[src/rtl/fetch_pkg.sv]
// Shared constants and the FIFO entry type for the instruction fetch unit.
package fetch_pkg;

  localparam int unsigned     XLEN             = 32;
  localparam logic [XLEN-1:0] PC_STEP          = 32'd4;
  localparam logic [XLEN-1:0] INSTR_NOP        = 32'h0000_0013;
  localparam logic [XLEN-1:0] DEFAULT_RESET_PC = 32'h0000_0000;

  typedef struct packed {
    logic [XLEN-1:0] pc;
    logic [XLEN-1:0] instr;
  } fetch_entry_t;

endpackage

[src/rtl/instr_fetch_unit_if.sv]
// Synchronous instruction-memory bus: the fetch unit is master, the memory is slave.
interface instr_fetch_unit_if;
  import fetch_pkg::*;

  logic [XLEN-1:0] mem_addr;
  logic [XLEN-1:0] mem_rdata;
  logic [XLEN-1:0] mem_wdata;
  logic            mem_renable;
  logic [3:0]      mem_mask;

  modport master (
    output mem_addr, mem_wdata, mem_renable, mem_mask,
    input  mem_rdata
  );

  modport slave (
    input  mem_addr, mem_wdata, mem_renable, mem_mask,
    output mem_rdata
  );

endinterface

[src/rtl/instr_fetch_unit_fifo.sv]
// Small synchronous FIFO of fetched {pc, instr} entries; flush beats push, pop is
// a no-op against a simultaneous flush since the whole buffer is discarded.
module fetch_fifo
  import fetch_pkg::*;
#(
  parameter int unsigned DEPTH = 2
) (
  input  logic                     clk,
  input  logic                     reset,
  input  logic                     push,
  input  fetch_entry_t             push_entry,
  input  logic                     pop,
  input  logic                     flush,
  output fetch_entry_t             head,
  output logic [$clog2(DEPTH):0]   count
);

  localparam int unsigned AW = $clog2(DEPTH);

  fetch_entry_t   mem_q [DEPTH];
  logic [AW:0]    wr_ptr;
  logic [AW:0]    rd_ptr;

  // NOTE: sequential state uses non-blocking assignments so every register
  // samples pre-edge values regardless of statement order.
  always_ff @(posedge clk) begin
    if (reset) begin
      wr_ptr <= '0;
      rd_ptr <= '0;
      // NOTE: the storage is reset too, so instr_data/instr_pc read 0 out of reset.
      for (int unsigned i = 0; i < DEPTH; i++) mem_q[i] <= '0;
    end else if (flush) begin
      wr_ptr <= '0;
      rd_ptr <= '0;
    end else begin
      if (push) begin
        mem_q[wr_ptr[AW-1:0]] <= push_entry;
        wr_ptr                <= wr_ptr + 1'b1;
      end
      if (pop) rd_ptr <= rd_ptr + 1'b1;
    end
  end

  assign count = wr_ptr - rd_ptr;
  assign head  = mem_q[rd_ptr[AW-1:0]];

endmodule

[src/rtl/instr_fetch_unit.sv]
// Instruction fetch unit: issues word reads, buffers returns, serves decode, handles redirects.
// Optional misaligned-redirect trap enabled by defining FETCH_MISALIGN_TRAP_EN.
module instr_fetch_unit
  import fetch_pkg::*;
#(
  parameter logic [XLEN-1:0] RESET_PC   = DEFAULT_RESET_PC,
  parameter int unsigned     FIFO_DEPTH = 2
) (
  input  logic                clk,
  input  logic                reset,
  instr_fetch_unit_if.master  mem,
  output logic                instr_valid,
  input  logic                instr_ready,
  output logic [XLEN-1:0]     instr_data,
  output logic [XLEN-1:0]     instr_pc,
  input  logic                redirect_valid,
  input  logic [XLEN-1:0]     redirect_pc
`ifdef FETCH_MISALIGN_TRAP_EN
  ,
  output logic                fetch_misalign
`endif
);

  localparam int unsigned AW = $clog2(FIFO_DEPTH);
  localparam int unsigned OW = AW + 2;

  logic [XLEN-1:0] fetch_pc;
  logic [XLEN-1:0] req_pc;
  logic [XLEN-1:0] target_pc;
  logic [XLEN-1:0] issue_addr;
  logic            inflight;
  logic            halted;
  logic            bad_redirect;
  logic            pop;
  logic            push;
  logic            issue;
  logic [AW:0]     count;
  logic [OW-1:0]   occupancy;
  fetch_entry_t    head;
  fetch_entry_t    resp;

  assign target_pc = {redirect_pc[XLEN-1:2], 2'b00};

`ifdef FETCH_MISALIGN_TRAP_EN
  assign bad_redirect = redirect_valid && (redirect_pc[1:0] != 2'b00);

  // Sticky until the next redirect; only an aligned redirect resumes fetch.
  always_ff @(posedge clk) begin
    if (reset)               halted <= 1'b0;
    else if (redirect_valid) halted <= bad_redirect;
  end

  assign fetch_misalign = halted;
`else
  logic unused_low_bits;
  assign unused_low_bits = ^redirect_pc[1:0];
  assign bad_redirect    = 1'b0;
  assign halted          = 1'b0;
`endif

  assign pop  = instr_valid && instr_ready;
  assign push = inflight && !redirect_valid;

  // Slots committed after this cycle; pop cannot exceed count, so no underflow.
  assign occupancy = OW'(count) + OW'(inflight) - OW'(pop);

  // NOTE: every output of this block gets a default first, so no latch is inferred.
  always_comb begin
    issue = 1'b0;
    if (!reset) begin
      if (redirect_valid) issue = !bad_redirect;
      else                issue = !halted && (occupancy < OW'(FIFO_DEPTH));
    end
  end

  always_comb begin
    issue_addr = fetch_pc;
    if (reset)                        issue_addr = RESET_PC;
    else if (redirect_valid && issue) issue_addr = target_pc;
  end

  assign mem.mem_renable = issue;
  assign mem.mem_addr    = issue_addr;
  assign mem.mem_wdata   = '0;
  assign mem.mem_mask    = 4'b0000;

  always_ff @(posedge clk) begin
    if (reset) begin
      fetch_pc <= RESET_PC;
      req_pc   <= RESET_PC;
      inflight <= 1'b0;
    end else begin
      inflight <= issue;
      if (issue) begin
        req_pc   <= issue_addr;
        fetch_pc <= issue_addr + PC_STEP;
      end
    end
  end

  assign resp.pc    = req_pc;
  assign resp.instr = mem.mem_rdata;

  fetch_fifo #(.DEPTH(FIFO_DEPTH)) u_fifo (
    .clk        (clk),
    .reset      (reset),
    .push       (push),
    .push_entry (resp),
    .pop        (pop),
    .flush      (redirect_valid),
    .head       (head),
    .count      (count)
  );

  assign instr_valid = (count != '0);
  assign instr_data  = head.instr;
  assign instr_pc    = head.pc;

endmodule
[src/flat_wrapper.sv]
// flat-port wrapper written by rule: the top's interface ports become plain ports
module instr_fetch_unit_flat import fetch_pkg::*;
#(
  parameter logic [XLEN-1:0] RESET_PC   = DEFAULT_RESET_PC,
  parameter int unsigned     FIFO_DEPTH = 2
)
  (clk, reset, instr_valid, instr_ready, instr_data, instr_pc, redirect_valid, redirect_pc, mem_mem_addr, mem_mem_wdata, mem_mem_renable, mem_mem_mask, mem_mem_rdata);
  instr_fetch_unit_if mem_i ();
  input  logic clk;
  input  logic reset;
  output logic instr_valid;
  input  logic instr_ready;
  output logic [XLEN-1:0] instr_data;
  output logic [XLEN-1:0] instr_pc;
  input  logic redirect_valid;
  input  logic [XLEN-1:0] redirect_pc;
  output wire logic [$bits(mem_i.mem_addr)-1:0] mem_mem_addr;
  output wire logic [$bits(mem_i.mem_wdata)-1:0] mem_mem_wdata;
  output wire logic [$bits(mem_i.mem_renable)-1:0] mem_mem_renable;
  output wire logic [$bits(mem_i.mem_mask)-1:0] mem_mem_mask;
  input wire logic [$bits(mem_i.mem_rdata)-1:0] mem_mem_rdata;
  assign mem_mem_addr = mem_i.mem_addr;
  assign mem_mem_wdata = mem_i.mem_wdata;
  assign mem_mem_renable = mem_i.mem_renable;
  assign mem_mem_mask = mem_i.mem_mask;
  assign mem_i.mem_rdata = mem_mem_rdata;
  instr_fetch_unit #(.RESET_PC(RESET_PC), .FIFO_DEPTH(FIFO_DEPTH)) u_core (.clk(clk), .reset(reset), .mem(mem_i), .instr_valid(instr_valid), .instr_ready(instr_ready), .instr_data(instr_data), .instr_pc(instr_pc), .redirect_valid(redirect_valid), .redirect_pc(redirect_pc));
endmodule
[config.mk]
export PLATFORM = sky130hd
export DESIGN_NAME = instr_fetch_unit_flat
export DESIGN_NICKNAME = d
export VERILOG_FILES = /design/src/rtl/fetch_pkg.sv /design/src/rtl/instr_fetch_unit_if.sv /design/src/rtl/instr_fetch_unit_fifo.sv /design/src/rtl/instr_fetch_unit.sv /design/src/flat_wrapper.sv
export SDC_FILE = /design/constraint.sdc
export NUM_CORES = 1
export LEC_CHECK = 0
export CORE_MARGIN = 8
export CORE_UTILIZATION = 45
export DETAILED_ROUTE_END_ITERATION = 12
export PLACE_DENSITY = 0.78
export SYNTH_ARGS = -nofsm -noshare
export SYNTH_HDL_FRONTEND = slang
export SYNTH_SLANG_ARGS = --single-unit
[constraint.sdc]
create_clock -name clk -period 6.96 [get_ports clk]
set_input_delay 1.74 -clock clk [delete_from_list [all_inputs] [get_ports clk]]
set_output_delay 1.74 -clock clk [all_outputs]
set_load 0.1 [all_outputs]
==> results.cfg <==
[global_routing]
grt_max_degree = 68
grt.overflow.total = 0
grt_pass1_wl_um = 35400
track_usage = 0.171
antenna_found_initial = 0
grt_pass1_vias = 6815

[worst_setup_path]
cp.arrival_ns = 4.26
crit_type = input pin to output port
endpoint_kind = output port
crit_required_ns = 5.22
reg2reg_slack_ns = 2.83
worstSetupStartpointType = input pin
critPathMaxFanout = 3

[pwr]
p_int_mw = 2.01
p_leak_nw = 4.46
ir_drop_mv = 0.160
power_density_nw_per_um2 = 260
pwr-share-comb = 0.247
seq_power_share = 0.443
p_switching_mw = 1.04
swShare = 0.342
power_frac_clock = 0.310

[clock_network]
post_cts_buffers = 0
clk_pin_slew_ns = 0.06
postCtsHoldBufs = 0
cts_max_level = 4
cts_sinks = 196
clock_path_buffers = 2
cts_buffers = 17
clkLatencyLatePin_ns = 0.42
cts_tree = yes
cts_resized = 0
root_buffer = clkbuf_16

[finish]
fin_nets = 1070
finalNonFillerCells = 1286
area_growth_pct = 23.0
register_area_um2 = 5210
multiInputGateArea_um2 = 3950
drive_above_1_share = 0.146
nFillCells = 1816
n_antenna_cell = 0

[floorplan]
core_um2 = 20900
start_util = 0.457
die_w_um = 162
die_h_um = 162
dieArea_um2 = 26100
rows = 53
io-pin-count = 202

[yosys]
yosysWarnings = 0
synth.largest_area_cell = edfxtp_1
synth_xor_xnor_area_share = 0.0253
synth_edf_count = 128
synth_compound_area_frac = 0.0643
synth-simple-area-share = 0.194
synthArstFlopShare = 0
synthMuxAreaShare = 0.107
syn_inst = 862
ys_seq_elements = 196
synthesis.area_um2 = 9540
synth_top_family_by_area = simple AND/OR/NAND/NOR gates
synth_area_leaders = edfxtp_1, dfxtp_1, and2_1
yosys.area_share.adder = 0.00604
ys_seq_area_frac = 0.546
synth_top_area_frac = 0.403
avgSynthCellArea_um2 = 11.1
synth_ff_type = edfxtp_1
synthDistinctLibCells = 55

[sta]
min_period_ns = 6.00
setup_violations = 0
fin_worst_skew_ns = 0.0103
timing.fmax_mhz = 167
fin_tns_setup_ns = 0
relSlewSlack = 0.300
tightest_slew_ns = 1.05
slew_viol_final = 0
fin_crit_sh = 0.861
finalHoldViolations = 0
rsz0062_at_grt = no

[detailed_routing]
drt-initial-drc-count = 391
drt-total-wl_um = 22300
via_count = 6538
ant_nets = 0
viasPerCell = 5.08
wl_per_cell_um = 17.4
drc = 0
first_pass_iters = 5

[place]
place_inst = 1254
routabilityCongestion = 0.855
io_buffers = 163
hpwl_um = 14900

[outcome]
status = completed

[worst_hold_path]
hp-class = flop to flop

[job]
max_cap_violations = 0
[kinds of logic after synthesis]
| family | Yosys count |
|---|---|
| buffers and inverters | 98 |
| AOI/OAI and AO/OA | 93 |
| muxes | 94 |
| DFF | 196 |
| adders and majority gates | 4 |
| and+or+nand+nor | 350 |
| xor gates and xnor gates | 26 |
| other | 1 |
[layout by cell type, fill, tap and decap left out, types with 14 or more instances in the layout]
cell	netlist	routed
a211oi_1	21	21
nor2_1	69	67
dfxtp_1	68	67
buf_4	39	32
conb_1	1	36
xnor2_1	14	14
mux2_2	64	64
nand3_1	24	24
edfxtp_1	128	128
clkdlybuf4s50_1	0	136
nand2_1	92	92
and2_1	125	125
clkbuf_16	0	17
mux2i_1	30	30
a21oi_1	37	37
[power groups by stage]
stage | logic, mW | registers, mW | clock network (mW)
2_1_floorplan | 0.606 | 1.36 | 0
3_3_place_gp | 0.751 | 1.37 | 0
3_5_place_dp | 0.757 | 1.38 | 0
4_1_cts | 0.759 | 1.35 | 0.967
5_1_grt | 0.790 | 1.36 | 1.01
6_report | 0.755 | 1.35 | 0.945
[final cells by class]
cell class	instances	share of cell area
inverter	10	0.00320
multi-input combinational	603	0.337
clock buffer	22	0.0396
timing repair buffer	170	0.139
tap	275	0.0293
sequential	196	0.444
clock inverter	10	0.00842
[worst max-delay path, stage by stage]
cell and delay (ns):
clkdlybuf4s50_1 0.45, and2_1 0.18, ha_1 0.24, or2_2 0.30
fa_1 0.37, xor2_1 0.32, a21oi_4 0.10, nor2_1 0.32
buf_12 0.23
[per-layer routing]
metal / track usage / up-vias / wire, um
li1: - / 3204 / -
met1: 0.207 / 3113 / 9740
met2: 0.296 / 193 / 10800
met3: 0.0384 / 28 / 1410
met4: 0.0551 / 0 / 335
met5: 0 / - / 0
[state kept, by name, indices dropped and copies added, names as in the netlist, named ones only]
name,flops
u_core.u_fifo.mem_q,128
u_core.req_pc,32
u_core.fetch_pc,30
u_core.u_fifo.rd_ptr,2
u_core.u_fifo.wr_ptr,2
u_core.inflight,1
[synth_stat cells, drive strengths merged (5+ instances only)]
| cell | instances |
|---|---|
| dfxtp | 68 |
| nand2 | 92 |
| a21oi | 38 |
| edfxtp | 128 |
| and2 | 125 |
| nand3b | 12 |
| xnor2 | 14 |
| inv | 10 |
| mux2 | 64 |
| xor2 | 11 |
| nand3 | 24 |
| clkbuf | 33 |
| a211oi | 23 |
| o21ai | 12 |
| mux2i | 30 |
| nor4 | 5 |
| nor2 | 70 |
| buf | 55 |
[worst paths after layout]
kind                                                           start                               end  depth (start not counted)
worst max register to register  u_core.u_fifo.wr_ptr[0]$_SDFFE_PP0P_  u_core.fetch_pc[11]$_SDFFE_PP0P_                         13
worst min register to register        u_core.req_pc[11]$_SDFFE_PP0P_    u_core.req_pc[11]$_SDFFE_PP0P_                          2
worst max-delay path                                     instr_ready                   mem_mem_renable                          9
worst min-delay path                  u_core.req_pc[11]$_SDFFE_PP0P_    u_core.req_pc[11]$_SDFFE_PP0P_                          2
[metrics by stage]
stage | power, mW | worst slack (ns) | util | hold slack, ns | cell area, um^2
floorplan | 1.97 | 0.712 | - | 0.431 | 9670
global placement | 2.13 | 0.927 | 0.535 | 0.437 | 11200
detailed placement | 2.14 | 0.959 | 0.535 | 0.451 | 11200
CTS | 3.08 | 0.947 | 0.562 | 0.460 | 11700
global route | 3.16 | 0.835 | 0.562 | 0.474 | 11700
finish | 3.05 | 0.964 | 0.562 | 0.457 | 11700
No activity file was read; power rests on OpenSTA's default activity.
